## config.mk

```make
export PLATFORM = sky130hd
export DESIGN_NAME = axi4_lite_master
export DESIGN_NICKNAME = d
export VERILOG_FILES = /design/src/rtl/axi_lite_pkg.sv /design/src/rtl/axi4_lite_master.sv
export SDC_FILE = /design/constraint.sdc
export NUM_CORES = 1
export LEC_CHECK = 0
export BUFFER_PORTS_ARGS = -buffer_cell sky130_fd_sc_hd__buf_4
export CAP_MARGIN = 20
export CORE_MARGIN = 2
export CORE_UTILIZATION = 41
export CTS_BUF_LIST = sky130_fd_sc_hd__clkbuf_8
export DETAILED_ROUTE_END_ITERATION = 10
export HOLD_SLACK_MARGIN = 0.08
export PLACE_DENSITY = 0.78
export SLEW_MARGIN = 20
export SYNTH_ARGS = -nofsm -noshare
export SYNTH_HDL_FRONTEND = slang
export SYNTH_SLANG_ARGS = --single-unit
```

## constraint.sdc

```tcl
create_clock -name aclk -period 1.6 [get_ports aclk]
set_clock_uncertainty 0.2 [all_clocks]
set_input_delay 0.08 -clock aclk [delete_from_list [all_inputs] [get_ports aclk]]
set_output_delay 0.08 -clock aclk [all_outputs]
set_load 0.02 [all_outputs]
```

## src/rtl/axi_lite_pkg.sv

```systemverilog
// Shared AXI4-Lite definitions: response codes and the master transaction FSM states.
package axi_lite_pkg;

  typedef enum logic [1:0] {
    RESP_OKAY   = 2'b00,
    RESP_EXOKAY = 2'b01,
    RESP_SLVERR = 2'b10,
    RESP_DECERR = 2'b11
  } axi_resp_e;

  typedef enum logic [2:0] {
    ST_IDLE,
    ST_WRITE,
    ST_WRESP,
    ST_RADDR,
    ST_RDATA,
    ST_RESP
  } axi_state_e;

endpackage

```

## src/rtl/axi4_lite_master.sv

```systemverilog
// Single-outstanding AXI4-Lite master: turns one command into one AXI transaction
// and returns one response; every output is registered.
module axi4_lite_master
  import axi_lite_pkg::*;
#(
  parameter int C_M_AXI_DATA_WIDTH = 32,
  parameter int C_M_AXI_ADDR_WIDTH = 32
) (
  input  logic                            aclk,
  input  logic                            aresetn,
  input  logic                            cmd_valid,
  output logic                            cmd_ready,
  input  logic                            cmd_write,
  input  logic [C_M_AXI_ADDR_WIDTH-1:0]   cmd_addr,
  input  logic [C_M_AXI_DATA_WIDTH-1:0]   cmd_wdata,
  input  logic [C_M_AXI_DATA_WIDTH/8-1:0] cmd_wstrb,
  output logic                            rsp_valid,
  input  logic                            rsp_ready,
  output logic                            rsp_write,
  output logic [C_M_AXI_DATA_WIDTH-1:0]   rsp_rdata,
  output logic [1:0]                      rsp_resp,
  output logic [C_M_AXI_ADDR_WIDTH-1:0]   m_axi_awaddr,
  output logic                            m_axi_awvalid,
  input  logic                            m_axi_awready,
  output logic [C_M_AXI_DATA_WIDTH-1:0]   m_axi_wdata,
  output logic [C_M_AXI_DATA_WIDTH/8-1:0] m_axi_wstrb,
  output logic                            m_axi_wvalid,
  input  logic                            m_axi_wready,
  input  logic [1:0]                      m_axi_bresp,
  input  logic                            m_axi_bvalid,
  output logic                            m_axi_bready,
  output logic [C_M_AXI_ADDR_WIDTH-1:0]   m_axi_araddr,
  output logic                            m_axi_arvalid,
  input  logic                            m_axi_arready,
  input  logic [C_M_AXI_DATA_WIDTH-1:0]   m_axi_rdata,
  input  logic [1:0]                      m_axi_rresp,
  input  logic                            m_axi_rvalid,
  output logic                            m_axi_rready
);

  axi_state_e                  state;
  logic [C_M_AXI_ADDR_WIDTH-1:0] addr_q;
  logic                        aw_done;
  logic                        w_done;

  // A channel counts as done once its valid has dropped or its handshake is this cycle.
  always_comb begin
    aw_done = !m_axi_awvalid || m_axi_awready;
    w_done  = !m_axi_wvalid  || m_axi_wready;
  end

  assign m_axi_awaddr = addr_q;
  assign m_axi_araddr = addr_q;

  always_ff @(posedge aclk) begin
    if (!aresetn) begin
      state         <= ST_IDLE;
      cmd_ready     <= 1'b0;
      addr_q        <= '0;
      m_axi_wdata   <= '0;
      m_axi_wstrb   <= '0;
      m_axi_awvalid <= 1'b0;
      m_axi_wvalid  <= 1'b0;
      m_axi_bready  <= 1'b0;
      m_axi_arvalid <= 1'b0;
      m_axi_rready  <= 1'b0;
      rsp_valid     <= 1'b0;
      rsp_write     <= 1'b0;
      rsp_rdata     <= '0;
      rsp_resp      <= RESP_OKAY;
    end else begin
      case (state)
        ST_IDLE: begin
          if (cmd_valid && cmd_ready) begin
            cmd_ready   <= 1'b0;
            addr_q      <= cmd_addr;
            m_axi_wdata <= cmd_wdata;
            m_axi_wstrb <= cmd_wstrb;
            rsp_write   <= cmd_write;
            if (cmd_write) begin
              state         <= ST_WRITE;
              m_axi_awvalid <= 1'b1;
              m_axi_wvalid  <= 1'b1;
            end else begin
              state         <= ST_RADDR;
              m_axi_arvalid <= 1'b1;
            end
          end else begin
            cmd_ready <= 1'b1;
          end
        end

        ST_WRITE: begin
          if (m_axi_awvalid && m_axi_awready) m_axi_awvalid <= 1'b0;
          if (m_axi_wvalid && m_axi_wready)   m_axi_wvalid  <= 1'b0;
          if (aw_done && w_done) begin
            state        <= ST_WRESP;
            m_axi_bready <= 1'b1;
          end
        end

        ST_WRESP: begin
          if (m_axi_bvalid && m_axi_bready) begin
            state        <= ST_RESP;
            m_axi_bready <= 1'b0;
            rsp_resp     <= m_axi_bresp;
            rsp_rdata    <= '0;
            rsp_valid    <= 1'b1;
          end
        end

        ST_RADDR: begin
          if (m_axi_arvalid && m_axi_arready) begin
            state         <= ST_RDATA;
            m_axi_arvalid <= 1'b0;
            m_axi_rready  <= 1'b1;
          end
        end

        ST_RDATA: begin
          if (m_axi_rvalid && m_axi_rready) begin
            state        <= ST_RESP;
            m_axi_rready <= 1'b0;
            rsp_rdata    <= m_axi_rdata;
            rsp_resp     <= m_axi_rresp;
            rsp_valid    <= 1'b1;
          end
        end

        ST_RESP: begin
          // cmd_ready rises together with the return to IDLE, never during the handshake cycle.
          if (rsp_valid && rsp_ready) begin
            state     <= ST_IDLE;
            rsp_valid <= 1'b0;
            cmd_ready <= 1'b1;
          end
        end

        default: state <= ST_IDLE;
      endcase
    end
  end

endmodule
```

# Yosys cells after proc, flatten, opt, wreduce, memory -nomap -nowiden
# Cells that the tools add are included.
[totals] register_bits=113 in_bits=114 out_inout_bits=142
[classes] n_eq_ne=15 muxes=37 reduce_logical=30
[ops] op="32-bit 2-to-1 mux" n=2
[ops] op="32-bit case mux with 2 select lines" n=1
[ops] op="2-bit inequality test (second input constant)" n=10
[ops] op="3-bit 2-to-1 mux" n=6
[ops] op="3-bit case mux with 6 select lines" n=1
[ops] op="1-bit 2-to-1 mux" n=16
[ops] op="4-bit AND reduction" n=4
[ops] op="1-bit case mux with 2 select lines" n=6
[ops] op="2-bit nonzero test" n=6
[ops] op="3-bit AND reduction" n=3
[ops] op="1-bit logical AND" n=8
[ops] op="3-bit by 2-bit equality test with 1-bit output (second input constant)" n=2
[ops] op="3-bit equality test (second input constant)" n=2
[ops] op="2-bit 2-to-1 mux" n=3
[ops] op="6-bit AND reduction" n=1
[ops] op="2-bit case mux with 2 select lines" n=1
[ops] op="2-bit AND reduction" n=2
[ops] op="3-bit by 1-bit equality test with 1-bit output (second input constant)" n=1
[ops] op="3-bit zero test" n=1
[ops] op="1-bit case mux with 3 select lines" n=1
[ops] op="3-bit nonzero test" n=1
[ops] op="1-bit zero test" n=2
[ops] op="1-bit logical OR" n=2

# Longest topological paths before layout
# Gate-level depths: netlist (run 1).
[logic_depth] depth_word=5 ltp_mapped=7

# Least setup slack after synthesis (run 1)
# No wires, ideal clock.
[synth_timing] kind="register to register" from="register state[1]" to="register rsp_rdata[21]" arrival_time_ns=1.392 t_required_ns=1.268 path_slack_ns=-0.125 stages_incl_launch_ff=8 n_path_buf=3 synth_period_minus_slack_ns=1.725 path_cell_list="dfxtp_1 buf_6 nor2b_4 buf_6 mux2_2 clkbuf_1 o21ai_0 a21oi_1"
[synth_between] elab_chain_cells=3 elab_cells_between_ends=7 cone_classes="eq/ne: 4; mux: 1; reduce/logical: 2"
[synth_lines] element="start, declared" line="axi4_lite_master.sv:41" source="axi_state_e state;"
[synth_lines] element="start signal, assigned" line="axi4_lite_master.sv:57" source="state <= ST_IDLE;"
[synth_lines] element="start signal, assigned" line="axi4_lite_master.sv:81" source="state <= ST_WRITE;"
[synth_lines] element="start signal, assigned" line="axi4_lite_master.sv:85" source="state <= ST_RADDR;"
[synth_lines] element="3-bit equality test or 3-bit by 2-bit equality test with 1-bit output (tied branches)" line="axi4_lite_master.sv:72" source="case (state)"
[synth_lines] element="2-bit inequality test (no line) or 2-bit nonzero test (tied branches)"
[synth_lines] element="3-bit AND reduction (no line)"
[synth_lines] element="end signal, assigned" line="axi4_lite_master.sv:124" source="rsp_rdata <= m_axi_rdata;"
[synth_lines] element="end, declared" line="axi4_lite_master.sv:20" source="output logic [C_M_AXI_DATA_WIDTH-1:0] rsp_rdata,"
# Several ways; a longest one is shown, not always the timed one.
# A chain may end at the register's enable or synchronous reset.

# Worst setup path after layout (run 1)
[layout_timing] from="register state[1]" to="register state[0]"
[layout_between] elab_chain_cells=3 elab_cells_between_ends=14 cone_classes="eq/ne: 11; mux: 1; reduce/logical: 2"
[layout_lines] element="3-bit by 2-bit equality test with 1-bit output (tied with other cells)" line="axi4_lite_master.sv:72"
[layout_lines] element="2-bit inequality test (no line)"
[layout_lines] element="6-bit AND reduction (no line)"
# Several ways; a longest one is shown, not always the timed one.

==> results by group, run 1 <==
Drt
  – Pre-Repair DR Iteration Count: 5
  – 1st-iter DRT viols: 527
  – Routed len/inst: 18.00 um
  – Post-route DRC: 0
  – Antenna Nets Post-Route: 0
  – Via count: 5758
  – DRT Wirelength: 19.46 mm
  – Via density: 5.327

Yosys
  – Adder and majority gate portion of the synthesized area: 0%
  – Top cells by area, synth: dfxtp_1 49%, a21oi_1 12%, nand2_1 12%, buf_4 5.6%, nand4_1 4.7%
  – Async set-or-reset flop fraction in the synthesized netlist: 0%
  – Multiplexer share of the synthesized area: 1.177%
  – Post-synth top flop: dfxtp_1
  – Yosys top cell by area: dfxtp_1
  – Warnings, synthesis: 0
  – Synth Register Bits: 113
  – Largest family of logic cells by synthesized area: simple AND/OR/NAND/NOR gates
  – Mapped Nets: 679
  – Simple-gate share of the synthesized area: 19.57%
  – Post-Synthesis Cells: 565
  – Synth Area in Compound Gates: 18.66%
  – Yosys top cell area share: 49.48%
  – XOR/XNOR Fraction of Synth Area: 0%
  – Synth unique cells: 40
  – EDFF count, synth: 0
  – Seq/Total Area, Yosys: 49.48%
  – Synthesized area per cell: 8.092 um^2
  – Mapped Area: 4572 um^2

Min path
  – HP Class: flip-flop to flip-flop

STA
  – Slew headroom: 79.52%
  – Slew of the pin with the lowest slew margin: 0.3040 ns
  – Period Utilization, post-route: 115.8%
  – RSZ-0062 raised after global routing: true
  – Max Freq: 0.5398 GHz
  – Setup Viol. Count Final: 41
  – Slew Limit Fails: 0
  – Final hold viol count: 0
  – Final setup margin: -0.2525 ns
  – Final hold slack: 0.2577 ns
  – Setup TNS: -5.226 ns
  – Tmin final: 1.853 ns

Power
  – Clock power frac: 26.1%
  – Net Switching: 3.436 mW
  – Internal power: 6.570 mW
  – Sw Ratio: 34.34%
  – Seq pwr share: 33.4%
  – Max IR drop VDD: 0.0007515 V
  – PwrDens: 1166 nW/um^2
  – Combinational share of power: 40.6%
  – Leakage: 3.735 nW

Worst setup path
  – CP max-delay cell: dfxtp_4
  – Nature of the critical path startpoint: flip-flop
  – CP endpoint: state[0]$_SDFFE_PN0P_
  – Critical Path AT: 1.93 ns
  – Critical path type: flip-flop to flip-flop
  – Crit-path cells: nor2b_4 -> buf_4 -> buf_4 -> a22o_4 -> a211oi_2 -> o32ai_2
  – Cell mode on critical path: buf_4
  – Worst path required time: 1.68 ns
  – Cells on worst reg2reg path: 6
  – Worst reg-to-reg setup slack: -0.25 ns
  – Critical R2R Launch: state[1]$_SDFFE_PN0P_
  – Setup crit end kind: flip-flop
  – CP Max Fanout: 5
  – Critical R2R Capture: state[0]$_SDFFE_PN0P_
  – Critical Path Source: state[1]$_SDFFE_PN0P_
  – Max stage delay on crit path: 0.37 ns

GRT
  – First-pass GRT wire length: 26.19 mm
  – GRT overflow: 0
  – Pin count of the biggest net entering global routing: 56
  – GRT Overall Usage: 28.04%
  – Initial antenna violation count: 1
  – Vias in the first global route: 5606

Floorplan
  – Width of the die: 109.6 um
  – Num ports: 256
  – Total die area: 12010 um^2
  – Core area: 10840 um^2
  – Die height: 109.6 um
  – Initial core utilization: 42.17%
  – Core Rows: 38

Final layout
  – Nets@finish: 1043
  – Post-route cell area: 8584 um^2
  – Final core utilization: 79.19%
  – Commonest non-fill, non-tap cell in the layout: buf_4
  – Area grow syn2layout: 87.77%
  – Final cell count without fillers: 1081
  – Share of post-route cells with drive strength above 1: 39.89%
  – Commonest cells after routing, fill and taps aside: 287 x buf_4, 144 x nand2_1, 113 x dlygate4sd3_1
  – Fill cells: 633
  – Sequential cell area: 2273 um^2
  – Multi-input logic area: 1924 um^2

CTS
  – Clock sinks: 113
  – Root Buffer: clkbuf_8
  – Clock-pin slew on the worst setup and hold paths: 0.07 ns
  – Num CTS Buffers: 17
  – CTS Buffer Depth: 2
  – CTS tree: done
  – Clock Latency Late Sink: 0.42 ns
  – CTS H-tree depth: 4

Placement
  – Number of buffers inserted by port buffering: 255
  – DP Area: 6505 um^2
  – RD Place Congestion: 0.8018
  – DP Wirelength: 9.885 mm
  – Cell Count Post-Placement: 911

Flow run
  – Max-Cap Viols: 0

Run status
  – Status: finished, violations left
  – Failing checks: setup timing
[power groups by stage]
| stage | Combinational [mW] | Clock [mW] | Sequential [mW] |
|---|---|---|---|
| after floorplan | 1.43 | 0 | 3.65 |
| after global placement | 2.77 | 0 | 3.34 |
| after detailed placement | 2.82 | 0 | 3.37 |
| after CTS | 3.28 | 2.64 | 3.32 |
| after global routing | 4.28 | 2.79 | 3.36 |
| final | 4.06 | 2.61 | 3.34 |
[timing repair]
item                                   CTS  global route
hold buffers                           113             0
setup buffers                            5            12
cloned                                   3             7
endpoints found under the hold margin  113             0
pin swaps                               26            14
setup endpoints to repair              110            90
gates resized for setup                 25            29
[state kept, by name, indices dropped and copies added (netlist names)]
signal	flops
m_axi_araddr	32
m_axi_wdata	32
rsp_rdata	32
m_axi_wstrb	4
state	3
rsp_resp	2
cmd_ready	1
m_axi_arvalid	1
m_axi_awvalid	1
m_axi_bready	1
m_axi_rready	1
m_axi_wvalid	1
rsp_valid	1
rsp_write	1
[worst min path at each step]
stage | endpoint | slack (ns) | cells past startpoint | start
detailed placement | m_axi_wdata[11]$_SDFFE_PN0P_ | 0.14 | 3 | cmd_wdata[11]
floorplan | m_axi_wdata[0]$_SDFFE_PN0P_ | 0.02 | 2 | cmd_wdata[0]
CTS | m_axi_wdata[2]$_SDFFE_PN0P_ | 0.23 | 4 | cmd_wdata[2]
global route | m_axi_wdata[2]$_SDFFE_PN0P_ | 0.25 | 4 | cmd_wdata[2]
finish | m_axi_wdata[21]$_SDFFE_PN0P_ | 0.26 | 2 | m_axi_wdata[21]$_SDFFE_PN0P_
global placement | m_axi_araddr[7]$_SDFFE_PN0P_ | 0.13 | 3 | cmd_addr[7]
[metrics by stage]
step / setup WS [ns] / power (mW)
final: -0.2525 / 10.01
after global routing: -0.3183 / 10.44
after CTS: -0.1039 / 9.230
after detailed placement: -0.2219 / 6.186
after global placement: -0.1260 / 6.112
after floorplan: -0.08064 / 5.076
[critical path: cells and delay by family (launching register included)]
kind | cells | cell delay (ns)
compound gates | 3 | 0.71
flops | 1 | 0.37
buf+inv | 2 | 0.28
simple gates | 1 | 0.15
[cell families (layout without fill, tap and decap cells)]
kind of cell    count (synthesis)  after routing
mux                             4              4
other cells                     0              1
buf+inv                        87            462
compound gates                162            162
simple gates                  199            199
flops                         113            113
[Yosys cell counts, types with 2 or more instances]
library cell and number:
nand2_1 145, dfxtp_1 113, a21oi_1 111, o21ai_0 38, buf_4 34, nand4_1 34, clkbuf_1 28, buf_2 12
buf_6 5, inv_1 5, nor3_1 4, nor2_1 3, a211oi_1 2, a311oi_1 2, a31oi_1 2, mux2i_1 2
nand2b_1 2
[layout make-up]
class | count | share of cell area, %
Tap cell | 140 | 2.041
Clock buffer | 21 | 3.367
Multi-Input combinational cell | 365 | 22.42
Antenna cell | 1 | 0.02915
Timing Repair Buffer | 426 | 44.28
Inverter | 6 | 0.3207
Clock inverter | 9 | 1.064
Sequential cell | 113 | 26.48
[routing by layer]
| layer | wire [um] | up-vias | part of all wire (%) | global-route usage, % |
|---|---|---|---|---|
| met5 | 0 | - | 0 | 0 |
| met4 | 1056 | 0 | 5.4 | 16.37 |
| met3 | 1694 | 90 | 8.7 | 8.714 |
| met2 | 9857 | 375 | 51 | 49.82 |
| met1 | 6848 | 2654 | 35 | 28.91 |
| li1 | - | 2639 | - | - |
Note: power is estimated with default switching activity, not from simulation.
==> run 2: changes to the inputs <==
--- a/config.mk
+++ b/config.mk
@@ -13,6 +13,7 @@
 export DETAILED_ROUTE_END_ITERATION = 10
 export HOLD_SLACK_MARGIN = 0.08
 export PLACE_DENSITY = 0.78
+export SKIP_CTS_REPAIR_TIMING = 1
 export SLEW_MARGIN = 20
 export SYNTH_ARGS = -nofsm -noshare
 export SYNTH_HDL_FRONTEND = slang
==> results by group, run 2 (synthesis gave the netlist of run 1 again) <==
Floorplan
  – Die height: 109.6 um (unchanged)
  – Total die area: 12010 um^2 (unchanged)
  – Num ports: 256 (unchanged)
  – Core Rows: 38 (unchanged)
  – Width of the die: 109.6 um (unchanged)
  – Initial core utilization: 42.17% (unchanged)
  – Core area: 10840 um^2 (unchanged)

STA
  – Slew of the pin with the lowest slew margin: 0.3090 ns (+0.004943 ns)
  – Final hold viol count: 0 (unchanged)
  – Max Freq: 0.5345 GHz (-0.98%)
  – RSZ-0062 raised after global routing: true
  – Setup TNS: -6.864 ns (-1.638 ns)
  – Tmin final: 1.871 ns (+0.01829 ns)
  – Slew Limit Fails: 0 (unchanged)
  – Final hold slack: 0.1272 ns (-0.1305 ns)
  – Setup Viol. Count Final: 55 (+34%)
  – Period Utilization, post-route: 116.9% (+1.1 points)
  – Slew headroom: 79.18% (-0.33 points)
  – Final setup margin: -0.2708 ns (-0.01829 ns)

Placement
  – DP Wirelength: 9.885 mm (unchanged)
  – RD Place Congestion: 0.8018 (unchanged)
  – Place WS: -0.2219 ns (unchanged)
  – Number of buffers inserted by port buffering: 255 (unchanged)
  – Cell Count Post-Placement: 911 (unchanged)
  – DP Area: 6505 um^2 (unchanged)

Worst setup path
  – Worst path required time: 1.74 ns (+0.06 ns)
  – Critical Path AT: 2.01 ns (+0.08 ns)
  – Critical path type: flip-flop to flip-flop
  – Nature of the critical path startpoint: flip-flop
  – CP Max Fanout: 7 (+2)
  – Setup crit end kind: flip-flop

Power
  – Max IR drop VDD: 0.0006482 V (-14%)
  – Total power: 9.772 mW (-2.3%)
  – Leakage: 3.715 nW (-0.55%)
  – PwrDens: 1144 nW/um^2 (-1.8%)

Final layout
  – Commonest cells after routing, fill and taps aside: 281 x buf_4, 144 x nand2_1, 113 x dlygate4sd3_1
  – Commonest non-fill, non-tap cell in the layout: buf_4
  – Diode count: 0 (-1)
  – Post-route cell area: 8541 um^2 (-0.51%)
  – Final core utilization: 78.79% (-0.40 points)
  – Share of post-route cells with drive strength above 1: 39.55% (-0.34 points)
  – Final cell count without fillers: 1078 (-0.28%)
  – Area grow syn2layout: 86.81%
  – Nets@finish: 1041 (-0.19%)

Drt
  – Pre-Repair DR Iteration Count: 8 (+3)
  – Via density: 5.288 (-0.71%)
  – 1st-iter DRT viols: 518 (-1.7%)
  – Antenna Nets Post-Route: 0 (unchanged)
  – Via count: 5701 (-0.99%)
  – Routed len/inst: 17.72 um (-1.5%)
  – DRT Wirelength: 19.11 mm (-1.8%)
  – Post-route DRC: 0 (unchanged)

GRT
  – Initial antenna violation count: 0 (-1)
  – Pin count of the biggest net entering global routing: 56 (unchanged)
  – GRT overflow: 0 (unchanged)
  – Vias in the first global route: 4426 (-21%)
  – GRT Overall Usage: 21.93% (-6.1 points)
  – First-pass GRT wire length: 20.71 mm (-21%)

Min path
  – HP Class: input pin to flip-flop

Flow run
  – Max-Cap Viols: 0 (unchanged)

CTS
  – Clock-pin slew on the worst setup and hold paths: 0.07 ns (about the same)
  – CTS Buffer Depth: 2 (unchanged)
  – CTS H-tree depth: 4 (unchanged)
  – Clock sinks: 113 (unchanged)
  – Num CTS Buffers: 17 (unchanged)
  – Clock Latency Late Sink: 0.42 ns (about the same)
  – Root Buffer: clkbuf_8
  – CTS tree: done

Run status
  – Status: finished, violations left
  – Failing checks: setup timing
==> run 2: where the power goes <==
group | internal, mW | total (mW) | switching (mW)
Combinational | 1.81 | 3.83 | 2.02
Clock | 1.50 | 2.61 | 1.10
Sequential | 3.11 | 3.33 | 0.220
==> run 2: routing by layer <==
metal / vias up / track usage, % / share of wire, %
li1: 2638 / - / -
met1: 2647 / 24.62 / 37
met2: 345 / 37.65 / 50
met3: 71 / 6.995 / 8.9
met4: 0 / 10.31 / 4.0
met5: - / 0 / 0
==> run 2: layout make-up <==
class                   count  area, um^2
repair buffers            422        3754
fillers                   632        2300
flip-flops and latches    113        2273
multi-input cells         367        1934
clock buffers              21       289.0
well taps                 140       175.2
clock inverters             9       91.34
inverters                   6       23.77
==> run 2: final timing paths <==
path	startpoint	cells past startpoint	to	slack (ns)
max	state[1]$_SDFFE_PN0P_	6	rsp_rdata[23]$_SDFFE_PN0P_	-0.27
min	m_axi_bvalid	4	state[2]$_SDFFE_PN0P_	0.13
max reg2reg	state[1]$_SDFFE_PN0P_	6	rsp_rdata[23]$_SDFFE_PN0P_	-0.27
min reg2reg	m_axi_wdata[13]$_SDFFE_PN0P_	2	m_axi_wdata[13]$_SDFFE_PN0P_	0.26
==> run 2: critical path, cell delays in order, from the launching register on <==
cell and delay (ns):
dfxtp_4 0.37, nor2b_4 0.27, mux2i_4 0.31, buf_12 0.17, buf_6 0.12, nand4_1 0.10
a21oi_1 0.23
==> run 3: changes to the inputs <==
--- a/config.mk
+++ b/config.mk
@@ -7,7 +7,6 @@
 export LEC_CHECK = 0
 export BUFFER_PORTS_ARGS = -buffer_cell sky130_fd_sc_hd__buf_4
 export CAP_MARGIN = 20
-export CORE_MARGIN = 2
 export CORE_UTILIZATION = 41
 export CTS_BUF_LIST = sky130_fd_sc_hd__clkbuf_8
 export DETAILED_ROUTE_END_ITERATION = 10
==> results by group, run 3 (synthesis gave the netlist of run 1 again) <==
GRT
  – Vias in the first global route: 4523 (+2.2%)
  – First-pass GRT wire length: 20.73 mm (+0.10%)
  – GRT overflow: 0 (unchanged)
  – Pin count of the biggest net entering global routing: 53 (-5.4%)
  – GRT Overall Usage: 22.73% (+0.80 points)
  – Initial antenna violation count: 0 (unchanged)

STA
  – Tmin final: 1.870 ns (-0.0003990 ns)
  – Setup TNS: -7.484 ns (-0.6197 ns)
  – RSZ-0062 raised after global routing: true
  – Final setup margin: -0.2704 ns (+0.0003990 ns)
  – Slew Limit Fails: 0 (unchanged)
  – Slew of the pin with the lowest slew margin: 0.4941 ns (+0.1851 ns)
  – Final hold slack: 0.07531 ns (-0.05184 ns)
  – Period Utilization, post-route: 116.9% (about the same)
  – Setup Viol. Count Final: 53 (-3.6%)
  – Max Freq: 0.5346 GHz (about the same)
  – Final hold viol count: 0 (unchanged)
  – Slew headroom: 67.06% (-12 points)

Final layout
  – Area grow syn2layout: 85.14%
  – Fill cells: 648 (+2.5%)
  – Final cell count without fillers: 1081 (+0.28%)
  – Commonest cells after routing, fill and taps aside: 292 x buf_4, 144 x nand2_1, 112 x dlygate4sd3_1
  – Post-route cell area: 8464 um^2 (-0.89%)
  – Commonest non-fill, non-tap cell in the layout: buf_4
  – Share of post-route cells with drive strength above 1: 38.79% (-0.76 points)
  – Nets@finish: 1044 (+0.29%)
  – Final core utilization: 78.08% (-0.70 points)
  – Diode count: 0 (unchanged)

Worst setup path
  – Worst reg-to-reg setup slack: -0.27 ns (about the same)
  – Setup crit end kind: flip-flop
  – CP Max Fanout: 5 (-2)
  – Worst path required time: 1.75 ns (about the same)
  – Critical path type: flip-flop to flip-flop
  – Cells on worst reg2reg path: 7 (+1)
  – Critical R2R Launch: state[1]$_SDFFE_PN0P_
  – Nature of the critical path startpoint: flip-flop
  – Critical R2R Capture: rsp_rdata[17]$_SDFFE_PN0P_
  – Critical Path AT: 2.02 ns (about the same)

Placement
  – Place WS: -0.2443 ns (-0.02242 ns)
  – Number of buffers inserted by port buffering: 255 (unchanged)
  – DP Wirelength: 9.550 mm (-3.4%)
  – DP Area: 6495 um^2 (-0.15%)
  – Cell Count Post-Placement: 913 (+0.22%)
  – RD Place Congestion: 0.7949 (-0.86%)

Drt
  – Antenna Nets Post-Route: 0 (unchanged)
  – Pre-Repair DR Iteration Count: 5 (-3)
  – Routed len/inst: 17.78 um (+0.33%)
  – 1st-iter DRT viols: 442 (-15%)
  – Via count: 5764 (+1.1%)
  – Via density: 5.332 (+0.82%)
  – Post-route DRC: 0 (unchanged)
  – DRT Wirelength: 19.22 mm (+0.61%)

Power
  – Clock power frac: 25.6% (-1.1 points)
  – PwrDens: 1151 nW/um^2 (+0.59%)
  – Max IR drop VDD: 0.0007477 V (+15%)
  – Sw Ratio: 35.09% (+0.85 points)
  – Internal power: 6.323 mW (-1.6%)
  – Seq pwr share: 34.2% (about the same)
  – Leakage: 3.699 nW (-0.42%)
  – Combinational share of power: 40.1% (+0.9 points)
  – Total power: 9.742 mW (-0.31%)
  – Net Switching: 3.418 mW (+2.1%)

Min path
  – Hold EP: m_axi_awvalid$_SDFFE_PN0P_
  – Worst Hold Launch: cmd_valid
  – HP Class: input pin to flip-flop
  – Worst hold stages: 5 (+1)

CTS
  – Clock Latency Late Sink: 0.42 ns (about the same)
  – Root Buffer: clkbuf_8
  – Clock-pin slew on the worst setup and hold paths: 0.07 ns (about the same)
  – Clock sinks: 113 (unchanged)
  – CTS H-tree depth: 4 (unchanged)
  – Num CTS Buffers: 17 (unchanged)
  – CTS tree: done
  – CTS Buffer Depth: 2 (unchanged)

Floorplan
  – Width of the die: 107.6 um (-1.8%)
  – Core Rows: 38 (unchanged)
  – Core area: 10840 um^2 (unchanged)
  – Die height: 107.6 um (-1.8%)
  – Initial core utilization: 42.17% (unchanged)
  – Total die area: 11580 um^2 (-3.6%)
  – Num ports: 256 (unchanged)

Run status
  – Status: finished, violations left
  – Failing checks: setup timing

Flow run
  – Max-Cap Viols: 0 (unchanged)
-- run 3: changes by cell type in the layout (fill, tap and decap cells not counted), sizes merged --
cell,delta
buf,+6
nand2,+1
inv,-1
dlygate4sd3,-1
clkinv,+1
mux2,-2
bufinv,-1
-- run 3: critical path, cell delays in order (launching register included) --
cell and delay [ns]:
dfxtp_4 0.37, nor2b_4 0.25, mux2i_4 0.36, buf_4 0.16
buf_4 0.10, buf_4 0.10, nand4_1 0.10, a21oi_1 0.16
-- run 3: metal layers --
layer,global-route usage [%],wire length (um)
met2,39.65,9678
met5,0,0
met1,24.51,6956
met4,11.84,890
met3,7.143,1696
-- run 3: final cells by class --
type / instances / area, um^2 / share of cell area, %
repair buffers: 426 / 3721 / 43.96
flip-flops and latches: 113 / 2273 / 26.86
multi-input cells: 366 / 1906 / 22.51
clock buffers: 22 / 302.8 / 3.577
well taps: 140 / 175.2 / 2.069
clock inverters: 8 / 62.56 / 0.7391
inverters: 6 / 23.77 / 0.2809
-- run 3: worst max-delay path by stage --
stage / from / endpoint / slack, ns / cells past startpoint
after floorplan: state[1]$_SDFFE_PN0P_ / state[2]$_SDFFE_PN0P_ / -0.08 / 6
after global placement: state[2]$_SDFFE_PN0P_ / rsp_rdata[11]$_SDFFE_PN0P_ / -0.12 / 4
after detailed placement: state[1]$_SDFFE_PN0P_ / rsp_resp[1]$_SDFFE_PN0P_ / -0.24 / 5
after CTS: state[2]$_SDFFE_PN0P_ / rsp_rdata[2]$_SDFFE_PN0P_ / -0.27 / 4
after global routing: state[1]$_SDFFE_PN0P_ / rsp_rdata[11]$_SDFFE_PN0P_ / -0.34 / 6
final: state[1]$_SDFFE_PN0P_ / rsp_rdata[17]$_SDFFE_PN0P_ / -0.27 / 7
-- run 3: power by group through the flow --
| stage | Clock (mW) | Sequential (mW) | Combinational [mW] |
|---|---|---|---|
| 3_5_place_dp | 0 | 3.37 | 2.82 |
| 3_3_place_gp | 0 | 3.35 | 2.77 |
| 5_1_grt | 2.67 | 3.37 | 4.14 |
| 6_report | 2.50 | 3.34 | 3.91 |
| 2_1_floorplan | 0 | 3.65 | 1.43 |
| 4_1_cts | 2.52 | 3.31 | 2.84 |
